`src/rtl/uart_rx_v.sv`:
```
// 8N1 UART receiver: 2-flop synchronizer, mid-bit sampling FSM and a one-byte
// holding register with valid/ready handshake, framing-error pulse and sticky overrun.
module uart_rx_v #(
  parameter int BOARD_CK = 32000000,
  parameter int BAUD     = 115200
) (
  input  logic       clk,
  input  logic       reset_n,
  input  logic       rx,
  output logic [7:0] data,
  output logic       valid,
  input  logic       ready,
  output logic       frame_err,
  output logic       overrun,
  output logic       busy
);

  localparam int DIV  = BOARD_CK / BAUD;
  localparam int HALF = DIV / 2;
  localparam int CW   = (DIV > 1) ? $clog2(DIV) : 1;

  localparam logic [CW-1:0] DIV_LAST  = CW'(DIV - 1);
  localparam logic [CW-1:0] HALF_LAST = CW'(HALF - 1);
  localparam logic [CW-1:0] CNT_ONE   = CW'(1);

  localparam logic [2:0] S_IDLE  = 3'd0;
  localparam logic [2:0] S_START = 3'd1;
  localparam logic [2:0] S_DATA  = 3'd2;
  localparam logic [2:0] S_STOP  = 3'd3;
  localparam logic [2:0] S_BREAK = 3'd4;

  if (DIV < 4) begin : g_div_check
    $error("uart_rx_v: BOARD_CK/BAUD must be at least 4");
  end

  logic          sync1_reg;
  logic          rxs_reg;
  logic [2:0]    state_reg;
  logic [2:0]    state_next;
  logic [CW-1:0] cnt_reg;
  logic [CW-1:0] cnt_next;
  logic [2:0]    idx_reg;
  logic [2:0]    idx_next;
  logic [7:0]    shift_reg;
  logic [7:0]    shift_next;
  logic [7:0]    data_reg;
  logic          valid_reg;
  logic          frame_err_reg;
  logic          overrun_reg;
  logic          busy_reg;
  logic          sample_bit;
  logic          byte_done;
  logic          stop_bad;
  logic          handshake;

  // Both flops idle high so a reset release never looks like a start bit.
  always_ff @(posedge clk or negedge reset_n) begin
    if (!reset_n) begin
      sync1_reg <= 1'b1;
      rxs_reg   <= 1'b1;
    end else begin
      sync1_reg <= rx;
      rxs_reg   <= sync1_reg;
    end
  end

  always_comb begin
    state_next = state_reg;
    cnt_next   = (cnt_reg == DIV_LAST) ? '0 : cnt_reg + CNT_ONE;
    idx_next   = idx_reg;
    sample_bit = 1'b0;
    byte_done  = 1'b0;
    stop_bad   = 1'b0;
    case (state_reg)
      S_IDLE: begin
        cnt_next = '0;
        if (!rxs_reg) begin
          state_next = S_START;
        end
      end
      S_START: begin
        if (cnt_reg == HALF_LAST) begin
          if (rxs_reg) begin
            state_next = S_IDLE;
          end else begin
            cnt_next   = '0;
            idx_next   = 3'd0;
            state_next = S_DATA;
          end
        end
      end
      S_DATA: begin
        if (cnt_reg == DIV_LAST) begin
          sample_bit = 1'b1;
          cnt_next   = '0;
          if (idx_reg == 3'd7) begin
            state_next = S_STOP;
          end else begin
            idx_next = idx_reg + 3'd1;
          end
        end
      end
      S_STOP: begin
        if (cnt_reg == DIV_LAST) begin
          cnt_next = '0;
          if (rxs_reg) begin
            byte_done  = 1'b1;
            state_next = S_IDLE;
          end else begin
            stop_bad   = 1'b1;
            state_next = S_BREAK;
          end
        end
      end
      S_BREAK: begin
        // A held-low line stays here so it yields only one framing error.
        cnt_next = '0;
        if (rxs_reg) begin
          state_next = S_IDLE;
        end
      end
      default: begin
        cnt_next   = '0;
        state_next = S_IDLE;
      end
    endcase
  end

  // Each shift-register bit loads only when its own index is being sampled.
  for (genvar gi = 0; gi < 8; gi++) begin : g_shift
    assign shift_next[gi] = (sample_bit && (idx_reg == 3'(gi))) ? rxs_reg : shift_reg[gi];
  end

  always_ff @(posedge clk or negedge reset_n) begin
    if (!reset_n) begin
      state_reg <= S_IDLE;
      cnt_reg   <= '0;
      idx_reg   <= 3'd0;
      shift_reg <= 8'h00;
      busy_reg  <= 1'b0;
    end else begin
      state_reg <= state_next;
      cnt_reg   <= cnt_next;
      idx_reg   <= idx_next;
      shift_reg <= shift_next;
      busy_reg  <= (state_next != S_IDLE);
    end
  end

  assign handshake = valid_reg & ready;

  // A completion in the same cycle as a handshake refills the register.
  always_ff @(posedge clk or negedge reset_n) begin
    if (!reset_n) begin
      data_reg      <= 8'h00;
      valid_reg     <= 1'b0;
      frame_err_reg <= 1'b0;
      overrun_reg   <= 1'b0;
    end else begin
      frame_err_reg <= stop_bad;
      if (byte_done && (!valid_reg || ready)) begin
        data_reg  <= shift_reg;
        valid_reg <= 1'b1;
      end else if (handshake) begin
        valid_reg <= 1'b0;
      end
      if (handshake) begin
        overrun_reg <= 1'b0;
      end else if (byte_done && valid_reg) begin
        overrun_reg <= 1'b1;
      end
    end
  end

  assign data      = data_reg;
  assign valid     = valid_reg;
  assign frame_err = frame_err_reg;
  assign overrun   = overrun_reg;
  assign busy      = busy_reg;

endmodule

```
`config.mk`:
```
export PLATFORM = sky130hd
export DESIGN_NAME = uart_rx_v
export DESIGN_NICKNAME = d
export VERILOG_FILES = /design/src/rtl/uart_rx_v.sv
export SDC_FILE = /design/constraint.sdc
export NUM_CORES = 1
export LEC_CHECK = 0
export CORE_MARGIN = 5
export CORE_UTILIZATION = 56
export DETAILED_ROUTE_END_ITERATION = 8
export PLACE_DENSITY = 0.88
export RECOVER_POWER = 25
export SKIP_LAST_GASP = 1
export SYNTH_ARGS = -nofsm -noshare
export SYNTH_HDL_FRONTEND = slang
export SYNTH_SLANG_ARGS = --single-unit
```
`constraint.sdc`:
```
create_clock -name clk -period 2.3 [get_ports clk]
set_input_delay 0.46 -clock clk [delete_from_list [all_inputs] [get_ports clk]]
set_output_delay 0.46 -clock clk [all_outputs]
set_load 0.02 [all_outputs]
```
==> metrics.csv <==
metric,value,unit
worst hold path startpoint,sync1_reg,
most frequent cells in the layout,"35 x dfrtp_1, 17 x mux2_2, 13 x clkdlybuf4s50_1, 10 x nand4_1",
number of placement rows,20,
Clock Power Share,36.2,%
final hold viol count,0,
crit path from,cnt_reg[1],
root buffer cell,clkbuf_4,
"commonest non-fill, non-tap cell in the layout",dfrtp_1,
DIE WIDTH,66.5,um
"FF+latch count, synth",37,
max FFs per register,9,
combinational power share,2.3,%
Resize count post-CTS,0,
"wirelength, routed",3.25,mm
Switching Share,21.4,%
CP max FO,5,
initial antenna violation count,0,
Sink Count,37,
critical path arrival,2.34,ns
Final Cycle Share,91.1,%
Detailed Routing Iterations Pass 1,4,
Worst Tran Pin Value,0.877,ns
final setup fails,0,
fillcell total,237,
internal power,837,uW
DR iter-0 viols,95,
Static Leak,0.945,nW
CP Capture Type,register,
Mean Syn Cell Area,12.1,sq um
Post-Syn Area,1790,sq um
number of buffers created by CTS,5,
post-detail-place hpwl,2.32,mm
post-CTS setup buffer count,0,
CTS tree,yes,
Synth cell types,36,
synth warn,0,
fin crit period,2.10,ns
maximum clock frequency,477,MHz
status,"complete, no violations",
Mapped Nets,160,
worst r2r src,cnt_reg[1],
die height,66.5,um
Clock Tree Buf Depth,2,
Top delay family on crit path,simple AND/OR/NAND/NOR gates,
RSZ-0062 raised after global routing,no,
DRC,0,
"final std cell area, no fill",2110,sq um
Switch Pwr,228,uW
share of layout cells above drive strength 1,25.1,%
drt via density,5.45,
dpl cell area,2040,sq um
vias,1193,
master of the slowest instance on the critical path,nor4bb_1,
post-synthesis sequential area ratio,52.0,%
ANT nets after route,0,
Critical Path RT,2.54,ns
Worst Hold Class,reg -> reg,
Max Cap Violations,0,
CTS hold repair buffers,0,
slew margin rel.,41.5,%
gpl congestion,0.772,
multi-input combinational cell area,812,sq um
worst vdd ir,0.348,mV
wire per inst,14.8,um
largest net degree at the start of global routing,38,
cell taking the most area after synthesis,dfrtp_1,
Worst Clk Skew,0.0127,ns
vias in the first global route,1223,
worst path buffer plus inverter count,1,
Overflow after GRT,0,
fin. max-slew vios,0,
WS Path Type,reg -> reg,
Cells after Synth,147,
Startpoint Class,register,
first-pass GRT wire length,5.59,mm
Seq pwr share,61.4,%
die area,4420,sq um
Max stage delay on crit path,0.51,ns
Ant. Diodes,0,
core area,3050,sq um
crit-path cells,"inv_1, ha_1, nor4bb_1, a31oi_1, a221oi_2, mux2_2",
Layout area overhead,18.0,%
Sequential cell area,928,sq um
final net count,187,
setup TNS,0,ns
total I/O pin count,16,
All-Layer GR Usage,16.9,%
number of port buffers,15,
top post-synthesis cells by area,"dfrtp_1 49%, mux2_2 11%, ha_1 6.3%, nand4_1 3.5%, dfstp_2 2.9%",
Initial Utilization,58.5,%
clock insertion delay at the later pin of the skew report,0.34,ns
top-area cell type share of the netlist area,49.1,%
"Reg clk slew, reported paths",0.11,ns
H-tree Lvls,2,
PwrDens,505,nW/um^2
[per-layer routing]
layer	global-route usage [%]	vias up	part of all wire [%]
met2	28.0	26	49
met5	0	-	0
met4	4.06	0	1.2
met1	20.3	583	44
li1	-	579	-
met3	7.08	5	5.7
[cells in the mapped netlist]
cell type / n
a2111oi_4: 1
a211oi_1: 1
a21oi_1: 2
a221oi_2: 1
a2bb2oi_1: 2
a31oi_1: 2
and2_1: 4
and2_2: 1
and3_2: 1
and4_2: 1
and4bb_4: 2
clkbuf_1: 3
dfrtp_1: 35
dfstp_2: 2
ha_1: 9
inv_1: 9
mux2_2: 17
mux2i_1: 2
nand2_1: 6
nand2_4: 1
nand2b_1: 1
nand3_1: 8
nand4_1: 10
nand4bb_1: 1
nor2_1: 9
nor2b_1: 1
nor3_1: 1
nor3b_1: 1
nor4b_1: 1
nor4bb_1: 1
o21ai_0: 1
o22ai_1: 1
o2bb2ai_1: 1
or3b_2: 1
xnor2_1: 5
xor2_1: 2
[final cells by class]
class	instances	share of cell area (%)
Sequential cell	37	44.1
Multi-Input combinational cell	98	38.5
Timing Repair Buffer	23	9.86
Clock buffer	7	3.09
Tap cell	44	2.61
Inverter	9	1.60
Clock inverter	1	0.238
[through the flow]
stage               hold WS, ns  cells  utilization [%]  total power, mW  worst slack [ns]
floorplan                 0.164    147                -            0.671             0.311
global placement          0.348    211             66.8            0.693             0.274
detailed placement        0.351    211             66.8            0.694             0.226
CTS                       0.366    219             69.1             1.07             0.193
global route              0.376    219             69.0             1.10            0.0354
finish                    0.365    219             69.0             1.06             0.204
[power groups by stage]
| stage | Sequential, mW | Combinational, mW | Clock [mW] |
|---|---|---|---|
| 5_1_grt | 0.654 | 0.0285 | 0.421 |
| 6_report | 0.654 | 0.0247 | 0.386 |
| 3_3_place_gp | 0.667 | 0.0260 | 0 |
| 4_1_cts | 0.654 | 0.0271 | 0.391 |
| 3_5_place_dp | 0.667 | 0.0269 | 0 |
| 2_1_floorplan | 0.667 | 0.00467 | 0 |
[path summary, 6_finish.rpt]
check / end / cells past startpoint / slack [ns]
max in group asynchronous: state_reg[0] / 2 / 0.99
min in group asynchronous: cnt_reg[2] / 2 / 0.75
setup / recovery: idx_reg[2] / 6 / 0.20
setup reg to reg: idx_reg[2] / 6 / 0.20
hold reg to reg: rxs_reg / 0 / 0.37
hold / removal: rxs_reg / 0 / 0.37
[cells by family after synthesis]
family | synth area share [%]
compound gates | 6.17
xor+xnor | 3.43
fa+ha+maj | 6.31
buf+inv | 2.52
flops | 52.0
mux | 11.8
simple gates | 17.7
(Power assumes the default switching activity.)
